## src/rtl/hyst_filter.sv

```systemverilog
// Multi-channel majority filter with hysteresis: each channel owns a saturating
// vote counter advanced on the sample strobe and a registered set/release output.

module hyst_filter_ch #(
    parameter int CNT_WIDTH = 4,
    parameter bit STICKY    = 1'b0
) (
    input  logic                 clk_i,
    input  logic                 rst_ni,
    input  logic                 clr_i,
    input  logic                 sample_i,
    input  logic                 d_i,
    input  logic [CNT_WIDTH-1:0] thresh_set_i,
    input  logic [CNT_WIDTH-1:0] thresh_rel_i,
    output logic                 q_o,
    output logic                 rise_o,
    output logic                 fall_o
);
    typedef enum logic {IDLE = 1'b0, ACTIVE = 1'b1} state_t;

    localparam logic [CNT_WIDTH-1:0] CNT_MAX = '1;

    state_t               state_q, state_d;
    logic [CNT_WIDTH-1:0] cnt_q, cnt_d;
    logic                 rise_q, fall_q;

    always_comb begin
        cnt_d   = cnt_q;
        state_d = state_q;
        if (sample_i) begin
            if (d_i && cnt_q != CNT_MAX)
                cnt_d = cnt_q + 1'b1;
            else if (!d_i && cnt_q != '0)
                cnt_d = cnt_q - 1'b1;
        end
        // Decision looks at the registered count, so an edge costs one extra cycle.
        case (state_q)
            IDLE:    if (cnt_q >= thresh_set_i) state_d = ACTIVE;
            ACTIVE:  if (!STICKY && cnt_q <= thresh_rel_i) state_d = IDLE;
            default: state_d = IDLE;
        endcase
    end

    always_ff @(posedge clk_i or negedge rst_ni) begin
        if (!rst_ni) begin
            cnt_q   <= '0;
            state_q <= IDLE;
            rise_q  <= 1'b0;
            fall_q  <= 1'b0;
        end else if (clr_i) begin
            cnt_q   <= '0;
            state_q <= IDLE;
            rise_q  <= 1'b0;
            fall_q  <= 1'b0;
        end else begin
            cnt_q   <= cnt_d;
            state_q <= state_d;
            rise_q  <= (state_q == IDLE)   && (state_d == ACTIVE);
            fall_q  <= (state_q == ACTIVE) && (state_d == IDLE);
        end
    end

    assign q_o    = (state_q == ACTIVE);
    assign rise_o = rise_q;
    assign fall_o = fall_q;
endmodule

module hyst_filter #(
    parameter int NUM_CHANNELS = 8,
    parameter int CNT_WIDTH    = 4,
    parameter bit STICKY       = 1'b0
) (
    input  logic                    clk_i,
    input  logic                    rst_ni,
    input  logic                    clr_i,
    input  logic [NUM_CHANNELS-1:0] clear_i,
    input  logic                    sample_i,
    input  logic [NUM_CHANNELS-1:0] d_i,
    input  logic [CNT_WIDTH-1:0]    thresh_set_i,
    input  logic [CNT_WIDTH-1:0]    thresh_rel_i,
    output logic [NUM_CHANNELS-1:0] q_o,
    output logic [NUM_CHANNELS-1:0] rise_o,
    output logic [NUM_CHANNELS-1:0] fall_o
);
    logic [NUM_CHANNELS-1:0] ch_clr;

    assign ch_clr = {NUM_CHANNELS{clr_i}} | clear_i;

    for (genvar i = 0; i < NUM_CHANNELS; i++) begin : g_ch
        hyst_filter_ch #(
            .CNT_WIDTH (CNT_WIDTH),
            .STICKY    (STICKY)
        ) u_ch (
            .clk_i        (clk_i),
            .rst_ni       (rst_ni),
            .clr_i        (ch_clr[i]),
            .sample_i     (sample_i),
            .d_i          (d_i[i]),
            .thresh_set_i (thresh_set_i),
            .thresh_rel_i (thresh_rel_i),
            .q_o          (q_o[i]),
            .rise_o       (rise_o[i]),
            .fall_o       (fall_o[i])
        );
    end
endmodule

```

## config.mk

```make
export PLATFORM = sky130hd
export DESIGN_NAME = hyst_filter
export DESIGN_NICKNAME = d
export VERILOG_FILES = /design/src/rtl/hyst_filter.sv
export SDC_FILE = /design/constraint.sdc
export NUM_CORES = 1
export LEC_CHECK = 0
export CORE_UTILIZATION = 35
export DETAILED_ROUTE_END_ITERATION = 8
export GPL_ROUTABILITY_DRIVEN = 0
export PLACE_DENSITY = 0.57
export SLEW_MARGIN = 15
export SYNTH_ARGS = -nofsm -noshare
export SYNTH_HDL_FRONTEND = slang
export SYNTH_SLANG_ARGS = --single-unit
```

## constraint.sdc

```tcl
create_clock -name clk_i -period 2.2 [get_ports clk_i]
set_input_delay 0.44 -clock clk_i [delete_from_list [all_inputs] [get_ports clk_i]]
set_output_delay 0.44 -clock clk_i [all_outputs]
set_load 0.1 [all_outputs]
```

Word level (Yosys, flattened, before mapping)
Cells that the tools add are included. W data, S select, Z words.

Register bits: 56. Logic and storage cells: 241. Input port bits: 28.

Add/subtract/negate cells: 16. Reduce and logical (&&, ||, !) cells: 72. Bitwise operators: 17. Equal/unequal tests: 8. Muxes and demuxes: 80. Magnitude comparators: 16.

Operators with widths (number): $mux W4 (32); $mux W1 (40); $add A4 B1 Y4 const B (8); $ge A4 B4 Y1 (8); $le A4 B4 Y1 (8); $logic_and A1 B1 Y1 (32); $ne A4 B4 Y1 const B (8); $reduce_bool A4 Y1 (8); $sub A4 B1 Y4 const B (8); $reduce_bool A3 Y1 (8); $not A1 Y1 (16); $pmux W1 S2 (8); $reduce_and A2 Y1 (8); $reduce_bool A2 Y1 (8); $logic_not A1 Y1 (8); $or A8 B8 Y8 (1).

Logic depth before layout (Yosys ltp)
Gate-level depths: netlist of the first run.

Depth after elaboration: 6. Mapped depth: 8. Gate-level depth less buffers: 8.

Cells and area by module
Synthesis of the first run repeated with hierarchy kept, for this count alone.

Cells, all modules: 536. Area total of the unflattened synthesis: 4914.7 µm².

Modules (own cells, without submodules): hyst_filter_ch (instances 8, area each 608.1 µm², cells each 66, sequential area each 175.2 µm²); hyst_filter (instances 1, area each 50.0 µm², cells each 8, sequential area each 0.0 µm²).

Least setup slack after synthesis of the first run
No wires, ideal clock.

Kind: register to register. Start: register g_ch[2].u_ch.cnt_q[1]. End: register g_ch[2].u_ch.cnt_q[3]. Setup time: 0.099 ns. Data required time: 2.101 ns. Stages on the path, launching flop included: 9. Clock period less this slack: 1.840 ns. Data arrival time: 1.741 ns. Slack: 0.360 ns. Path through: dfrtp_1 > nand4_1 > nand2_1 > ha_1 > a21o_1 > a21oi_1 > xnor2_1 > a21oi_1 > a311oi_1.

Cells in the longest elaborated chain, start to end: 5. Elaborated cells on any way between the ends: 12.

Ends and longest elaborated chain: from (decl) (RTL line 24) `logic [CNT_WIDTH-1:0] cnt_q, cnt_d;`; from (signal assigned) (RTL line 56) `cnt_q <= cnt_d;`; $sub A4 B1 Y4 or $ne A4 B4 Y1 (tied branches) (RTL line 34, 31); $mux W4 or $logic_and A1 B1 Y1 (tied branches) (RTL line 33, 31); $mux W4 (RTL line 31) `if (d_i && cnt_q != CNT_MAX)`; $mux W4 (RTL line 30) `if (sample_i) begin`; $mux W4 (RTL line 50) `end else if (clr_i) begin`.

Several ways; a longest one is shown, not always the timed one. The select of a mux whose other input is x is not followed. A chain may end at the register's enable or synchronous reset.

Worst setup path after layout of the first run
Start: input d_i[2]. End: register g_ch[2].u_ch.cnt_q[3].

Cells in the longest elaborated chain, start to end: 4. Elaborated cells on any way between the ends: 8.

Ends and longest elaborated chain: from (decl) (RTL line 78) `input logic [NUM_CHANNELS-1:0] d_i,`; $logic_and A1 B1 Y1 or $logic_not A1 Y1 (tied branches) (RTL line 31, 33); $mux W4 or $logic_and A1 B1 Y1 (tied branches) (RTL line 31, 33); $mux W4 or $reduce_bool A3 Y1 (tied branches); $mux W4 or $reduce_and A2 Y1 (tied branches).

Several ways; a longest one is shown, not always the timed one. The select of a mux whose other input is x is not followed.

==> flow_summary.rst, run 1 <==
.. list-table::
   :header-rows: 1

   * - Metric
     - Value
   * - Status
     - complete, no violations
   * - Floorplan die area
     - ~14000 um2
   * - Residual overflow from global routing
     - 0
   * - Place WS
     - -152 ps
   * - Number of ports placed on the die boundary
     - 52
   * - Element type at the critical path end
     - flop
   * - DIE WIDTH
     - between 100 and 150 um
   * - Share of post-route cells with drive strength above 1
     - between 10% and 20%
   * - MaxCap Viol Count
     - 0
   * - Number of rows in the core area
     - a little over 40
   * - Clock slew seen by the registers of the worst setup and hold paths
     - around 70 ps
   * - Number of sinks handled by clock tree synthesis
     - between 50 and 60
   * - Total via count in the routed design
     - 3687
   * - Global-route wire length before repair
     - about 18 mm
   * - Post-CTS Hold Fix Bufs
     - 0
   * - End of the worst register-to-register path
     - g_ch[2].u_ch.cnt_q[3]
   * - Async SR Flop Fraction
     - 100%
   * - Design internal power
     - about 0.0018 W
   * - Mapped Avg Cell Area
     - about 9.6 um2
   * - Switching portion of total power
     - ~30%
   * - Final worst clock skew
     - about 5.6 ps
   * - Setup repair after global routing missed its margin
     - false
   * - Clock share of power
     - between 30% and 40%
   * - Reg-to-Reg Start
     - g_ch[2].u_ch.cnt_q[3]
   * - Sequence of cells on the critical path
     - clkdlybuf4s50_1 > nand2_1 > ha_1 > a21o_1 > a21oi_1 > xnor2_1 > a21oi_1 > a311oi_1
   * - Top fanout value on the critical path
     - 3
   * - Overall Global Routing Usage
     - 16.0%
   * - Gate Count Post-Synth
     - around 490
   * - Buffers & Inverters on Critical Path
     - 1
   * - Layout area overhead
     - 21.5%
   * - Register bit total from synthesis
     - 56
   * - Highest attainable clock frequency
     - slightly below 500 MHz
   * - Pwr Density
     - roughly 460 nW/um2
   * - Area of all placed cells without fillers
     - between 5000 and 6000 um2
   * - Count of endpoints failing hold in the final timing report
     - 0
   * - Cell repeated most along the worst path
     - sky130_fd_sc_hd__a21oi_1
   * - Count of cells resized by post-cts repair
     - 0
   * - Drt total wl
     - approximately 10 mm
   * - Maximum buffer depth of the clock tree
     - 2
   * - Clock root buffer
     - sky130_fd_sc_hd__clkbuf_16
   * - Unique cell type count in the Yosys netlist
     - 38
   * - Fill cells
     - 1233
   * - Final Net Count
     - 672
   * - Data arrival, critical path
     - around 2200 ps
   * - Detailed-route vias per instance
     - ~5.1
   * - P_leak
     - 2.80 nW
   * - Summed negative setup slack over all endpoints
     - 0 ps
   * - Warnings from Yosys
     - 0
   * - Worst reg-to-reg setup slack
     - between 200 and 250 ps
   * - Count of antenna diodes in the layout
     - 0
   * - Final routed wire length divided by cell count
     - roughly 14 um
   * - Largest net degree at the start of global routing
     - 31
   * - Path category of the worst min-delay check
     - in2async
   * - Reg power frac
     - 42.3%
   * - Number of antenna violations at the first check in global routing
     - 0
   * - Met1 usage
     - a little over a fifth
   * - CP peak stage delay
     - around 480 ps
   * - Area of the mapped netlist
     - between 4000 and 5000 um2
   * - Max VDD drop
     - around 0.24 mV
   * - Share of the cycle needed by the critical path after routing
     - about 93%
   * - Placement-stage cell area
     - about 5500 um2
   * - Total setup violations reported at the end of the flow
     - 0
   * - Htree depth
     - 2
   * - Starting density of the core
     - ~37%
   * - Max-slew violation count
     - 0
   * - TritonCTS clock tree
     - done
   * - Register area share after synthesis
     - around 30%
   * - Core ar.
     - 12800 um2
   * - Number of nets in the synthesized netlist
     - about 600
   * - Worst slew pin tran
     - roughly 420 ps
   * - Number of clock buffers inserted by TritonCTS
     - 5
   * - Worst setup margin
     - approximately 160 ps
   * - Worst-skew pair later-pin latency
     - ~290 ps
   * - Final antenna-violating net count
     - 0
   * - Min Clock Period, post-route
     - 2040 ps
   * - Switching component of the power
     - between 0.0007 and 0.0008 W
   * - Combinational Power Share
     - around a quarter
   * - Half-perimeter wire length after detailed placement
     - about 8.0 mm
   * - Cell count of the worst reg-to-reg path
     - 8
   * - Crit path max-delay family
     - compound AO/OA/AOI/OAI gates
   * - Standard cell with the maximum stage delay on the critical path
     - sky130_fd_sc_hd__clkdlybuf4s50_1
   * - Critical Path Start Type
     - input pin
   * - DR pass1 iterations
     - 6
   * - Grt peak-use layer
     - met2
   * - Number of enable-type register cells in the synthesized netlist
     - 0
   * - Post-CTS Setup Bufs
     - 0
   * - Critical path data required time
     - between 2000 and 2500 ps
   * - Starting DRT DRC Count
     - 184
   * - Total DRC errors in the routed layout
     - 0
   * - Post-synth top flop
     - sky130_fd_sc_hd__dfrtp_1
   * - Vert. Die Dim
     - ~120 um
   * - Number of global-route vias before repair
     - 3691
   * - Met2 usage in global routing
     - roughly a quarter
   * - GR Layer Usage met3
     - between 2 and 3%
   * - Number of port buffers
     - 51
   * - Worst max-slew margin expressed relative to the limit
     - a little under three quarters
   * - Total number of cells along the worst setup path
     - 8
   * - Kind of critical path
     - in2reg
power by group through the flow:
| stage | Combinational, W | Sequential, W | Clock, W |
|---|---|---|---|
| 2_1_floorplan | 0.000441 | 0.00111 | 0 |
| 3_3_place_gp | 0.000674 | 0.00112 | 0 |
| 3_5_place_dp | 0.000698 | 0.00112 | 0 |
| 4_1_cts | 0.000702 | 0.00110 | 0.000838 |
| 5_1_grt | 0.000777 | 0.00110 | 0.000872 |
| 6_report | 0.000693 | 0.00110 | 0.000807 |
logic make-up after synthesis:
group / count (synthesis) / share of synthesized area, %
adder cells (fa/ha/maj): 88 / 24.8
multiplexers: 7 / 1.50
XOR/XNOR: 23 / 4.30
flip-flops: 56 / 29.9
AND/OR/NAND/NOR: 108 / 11.1
AO/OA/AOI/OAI: 129 / 19.9
buffers and inverters: 78 / 8.52
final cells by class:
cell class	count	area, um2	share of cell area (%)
Tap cell	172	215	3.78
Clock buffer	8	146	2.57
Multi-Input combinational cell	355	2880	50.7
Inverter	45	169	2.97
Sequential cell	56	1400	24.7
Timing Repair Buffer	93	873	15.4
synthesized netlist by cell type, types with 9 or more instances:
| library cell | instances | area share, % |
|---|---|---|
| sky130_fd_sc_hd__a21oi_1 | 21 | 2.2 |
| sky130_fd_sc_hd__nor2_1 | 47 | 3.8 |
| sky130_fd_sc_hd__xnor2_1 | 23 | 4.3 |
| sky130_fd_sc_hd__inv_1 | 45 | 3.6 |
| sky130_fd_sc_hd__nand4_1 | 16 | 2.1 |
| sky130_fd_sc_hd__nand2_1 | 16 | 1.3 |
| sky130_fd_sc_hd__nor2b_1 | 9 | 1.2 |
| sky130_fd_sc_hd__a21o_1 | 9 | 1.4 |
| sky130_fd_sc_hd__o21a_1 | 16 | 2.6 |
| sky130_fd_sc_hd__dfrtp_1 | 56 | 30 |
| sky130_fd_sc_hd__buf_4 | 24 | 3.8 |
| sky130_fd_sc_hd__o21ai_0 | 24 | 2.6 |
| sky130_fd_sc_hd__ha_1 | 80 | 21 |
worst reg2reg max path: stages, from the launching register on:
cell	delay [ps]
sky130_fd_sc_hd__dfrtp_1	450
sky130_fd_sc_hd__nand4_1	130
sky130_fd_sc_hd__nand2_1	100
sky130_fd_sc_hd__ha_1	290
sky130_fd_sc_hd__a21o_1	170
sky130_fd_sc_hd__a21oi_1	260
sky130_fd_sc_hd__xnor2_1	160
sky130_fd_sc_hd__a21oi_1	90
sky130_fd_sc_hd__a311oi_1	240
per-layer routing:
metal / share of wire [%] / wire length (um)
met5: 0 / 0
met4: 1.5 / 158
met3: 4.0 / 419
met2: 46 / 4860
met1: 48 / 5030
through the flow:
stage | instances | total power, W | utilization, % | hold WS, ps
2_1_floorplan | 489 | 0.00155 | - | 144
3_3_place_gp | 721 | 0.00179 | 43.2 | 390
3_5_place_dp | 721 | 0.00182 | 43.2 | 393
4_1_cts | 729 | 0.00264 | 44.4 | 79.0
5_1_grt | 729 | 0.00275 | 44.4 | 94.7
6_report | 729 | 0.00260 | 44.4 | 67.6
how the worst max path moves through the flow:
stage	to	startpoint	slack, ps
after floorplan	g_ch[2].u_ch.cnt_q[3]	g_ch[2].u_ch.cnt_q[1]	360
after global placement	g_ch[6].u_ch.fall_o	thresh_rel_i[1]	-100
after detailed placement	g_ch[2].u_ch.cnt_q[3]	d_i[2]	-150
after CTS	g_ch[5].u_ch.fall_o	thresh_rel_i[1]	170
after global routing	g_ch[2].u_ch.cnt_q[3]	d_i[2]	5
final	g_ch[2].u_ch.cnt_q[3]	d_i[2]	160
placed cells by master (no fill, tap or decap), drive strengths merged, types with 7 or more instances in the layout:
cell,n
buf,67
nor2b,9
o41ai,7
a211oi,8
clkbuf,8
o21bai,9
o211ai,8
mux2i,7
clkdlybuf4s50,26
o21a,16
ha,80
a21oi,23
a21o,9
inv,45
a311oi,7
and3,8
xnor2,23
or2,8
o21ai,25
fa,8
nand4,16
nor2,48
dfrtp,56
nand2,16
a21boi,16
sequential cells by signal, indices dropped and copies added, names as in the netlist:
register	cells
g_ch.u_ch.fall_o	8
g_ch.u_ch.q_o	8
g_ch.u_ch.rise_o	8
g_ch.u_ch.cnt_q	32
Power figures use the tool's default switching activity.
==> run 2: changes to the inputs <==
Settings changed: HOLD_SLACK_MARGIN set to 0.12.
Clock period 2.2 ns to 2.46 ns, I/O delays scaled along.
==> flow_summary.rst, run 2 (synthesized netlist as in run 1, its figures left out) <==
.. list-table::
   :header-rows: 1

   * - Metric
     - Value
   * - Status
     - complete, no violations
   * - Worst slew pin tran
     - 506 ps (+88.4 ps)
   * - Floorplan die area
     - 13800 um2 (unchanged)
   * - Maximum buffer depth of the clock tree
     - 2 (unchanged)
   * - End of the worst register-to-register path
     - g_ch[6].u_ch.cnt_q[3]
   * - Min Clock Period, post-route
     - approximately 2200 ps
   * - CP peak stage delay
     - 480 ps (about the same)
   * - Worst reg-to-reg setup slack
     - 350 ps (+140 ps)
   * - TritonCTS clock tree
     - done
   * - Reg-to-Reg Start
     - g_ch[6].u_ch.cnt_q[1]
   * - Share of post-route cells with drive strength above 1
     - 12.1% (-4.1 points)
   * - Data arrival, critical path
     - 2360 ps (+120 ps)
   * - Buffers & Inverters on Critical Path
     - 1 (unchanged)
   * - Cell repeated most along the worst path
     - sky130_fd_sc_hd__a21oi_1
   * - Share of the cycle needed by the critical path after routing
     - about 88%
   * - Number of global-route vias before repair
     - 3621 (-1.9%)
   * - Overall Global Routing Usage
     - 15.8% (-0.20 points)
   * - Count of endpoints failing hold in the final timing report
     - 0 (unchanged)
   * - Starting density of the core
     - 36.5% (unchanged)
   * - Total DRC errors in the routed layout
     - 0 (unchanged)
   * - Critical path data required time
     - 2650 ps (+250 ps)
   * - Number of rows in the core area
     - 41 (unchanged)
   * - Largest net degree at the start of global routing
     - 31 (unchanged)
   * - Reg with most FFs
     - g_ch.u_ch.cnt_q
   * - Worst-skew pair later-pin latency
     - 290 ps (about the same)
   * - Flip-flop count of the largest register after layout
     - 32 (unchanged)
   * - Detailed-route vias per instance
     - 5.11 (+1.0%)
   * - Overall power after layout
     - 0.00242 W (-6.7%)
   * - Max VDD drop
     - 0.308 mV (+27%)
   * - Residual overflow from global routing
     - 0 (unchanged)
   * - Max-slew violation count
     - 0 (unchanged)
   * - Drt total wl
     - 10.4 mm (-0.44%)
   * - Total setup violations reported at the end of the flow
     - 0 (unchanged)
   * - Final Net Count
     - 646 (-3.9%)
   * - Vert. Die Dim
     - 118 um (unchanged)
   * - Crit path max-delay family
     - compound AO/OA/AOI/OAI gates
   * - Final worst clock skew
     - 4.73 ps (-0.853 ps)
   * - Clock slew seen by the registers of the worst setup and hold paths
     - 70 ps (about the same)
   * - Htree depth
     - 2 (unchanged)
   * - DR pass1 iterations
     - 4 (-2)
   * - Highest attainable clock frequency
     - between 400 and 500 MHz
   * - Top fanout value on the critical path
     - 5 (+2)
   * - Final routed wire length divided by cell count
     - 14.8 um (+3.2%)
   * - Standard cell with the maximum stage delay on the critical path
     - sky130_fd_sc_hd__clkdlybuf4s50_1
   * - Number of sinks handled by clock tree synthesis
     - 56 (unchanged)
   * - Count of antenna diodes in the layout
     - 0 (unchanged)
   * - Worst max-slew margin expressed relative to the limit
     - 66.2% (-5.6 points)
   * - Element type at the critical path end
     - flop
   * - Place WS
     - -26.9 ps (+125 ps)
   * - Cell count of the worst reg-to-reg path
     - 8 (unchanged)
   * - Number of ports placed on the die boundary
     - 52 (unchanged)
   * - Layout area overhead
     - 17.0%
   * - P_leak
     - 2.67 nW (-4.6%)
   * - Critical Path Start Type
     - input pin
   * - Number of clock buffers inserted by TritonCTS
     - 5 (unchanged)
   * - Worst setup margin
     - 293 ps (+135 ps)
   * - Core ar.
     - 12800 um2 (unchanged)
   * - DIE WIDTH
     - 118 um (unchanged)
   * - Starting DRT DRC Count
     - 143 (-22%)
   * - Total via count in the routed design
     - 3591 (-2.6%)
   * - Number of antenna violations at the first check in global routing
     - 0 (unchanged)
   * - Final antenna-violating net count
     - 0 (unchanged)
   * - Clock root buffer
     - sky130_fd_sc_hd__clkbuf_16
   * - MaxCap Viol Count
     - 0 (unchanged)
   * - Commonest cells after routing, fill and taps aside
     - 80 x sky130_fd_sc_hd__ha_1, 56 x sky130_fd_sc_hd__dfrtp_1, 47 x sky130_fd_sc_hd__nor2_1
   * - Total number of cells along the worst setup path
     - 8 (unchanged)
   * - Most common library cell in the layout ignoring fill and taps
     - sky130_fd_sc_hd__ha_1
   * - Global-route wire length before repair
     - 17.8 mm (-1.8%)
   * - Post-CTS Setup Bufs
     - 0 (unchanged)
   * - Number of port buffers
     - 51 (unchanged)
   * - Sequence of cells on the critical path
     - clkdlybuf4s50_1 > nand2_1 > ha_1 > a21o_1 > a21oi_1 > xnor2_1 > a21oi_1 > a311oi_1
   * - Setup repair after global routing missed its margin
     - false
   * - Pwr Density
     - 442 nW/um2 (-3.2%)
   * - Half-perimeter wire length after detailed placement
     - 7.92 mm (-0.80%)
   * - Kind of critical path
     - in2reg
   * - Path category of the worst min-delay check
     - in2async
==> run 2: routing by layer <==
| metal | vias up | routed length [um] | part of all wire [%] | GRT usage (%) |
|---|---|---|---|---|
| met4 | 0 | 84 | 0.81 | 3.45 |
| met3 | 5 | 338 | 3.2 | 2.62 |
| met2 | 54 | 5110 | 49 | 27.5 |
| li1 | 1788 | - | - | - |
| met5 | - | 0 | 0 | 0 |
| met1 | 1744 | 4880 | 47 | 20.4 |
==> run 2: through the flow <==
step / std cells / setup TNS [ps] / util, % / instance area, um2 / hold WS, ps
6_report: 703 / 0 / 42.7 / 5480 / 543
5_1_grt: 703 / 0 / 42.7 / 5480 / 558
4_1_cts: 703 / 0 / 42.7 / 5480 / 548
3_5_place_dp: 694 / -26.9 / 41.2 / 5290 / 317
3_3_place_gp: 694 / 0 / 41.2 / 5290 / 318
2_1_floorplan: 489 / 0 / - / 4680 / 196
==> run 2: worst max-delay path by stage <==
stage / startpoint / end / slack [ps]
final: d_i[6] / g_ch[6].u_ch.cnt_q[3] / 290
after global routing: d_i[1] / g_ch[1].u_ch.cnt_q[3] / 130
after CTS: d_i[6] / g_ch[6].u_ch.cnt_q[3] / 280
after detailed placement: d_i[6] / g_ch[6].u_ch.cnt_q[3] / -30
after global placement: thresh_rel_i[1] / g_ch[1].u_ch.fall_o / 100
after floorplan: g_ch[2].u_ch.cnt_q[1] / g_ch[2].u_ch.cnt_q[3] / 620
==> run 2: cell type report <==
type                       count  area, um2
inverter                      45        169
sequential                    56       1400
clock inverter                 1       30.0
clock buffer                   7        153
multi-input combinational    355       2880
timing repair buffer          67        631
tap                          172        215
fill                        1243       7340
==> run 2: repair_timing <==
item	in CTS	in global routing
gates resized for setup	0	0
hold buffers	1	0
endpoints found under the hold margin	4	0
==> run 2: power breakdown <==
part,switching (W),leakage [nW],internal [W]
clock,0.000328,0.0901,0.000537
combinational,0.000321,1.81,0.000248
sequential,0.0000434,0.773,0.000947
total,0.000692,2.67,0.00173
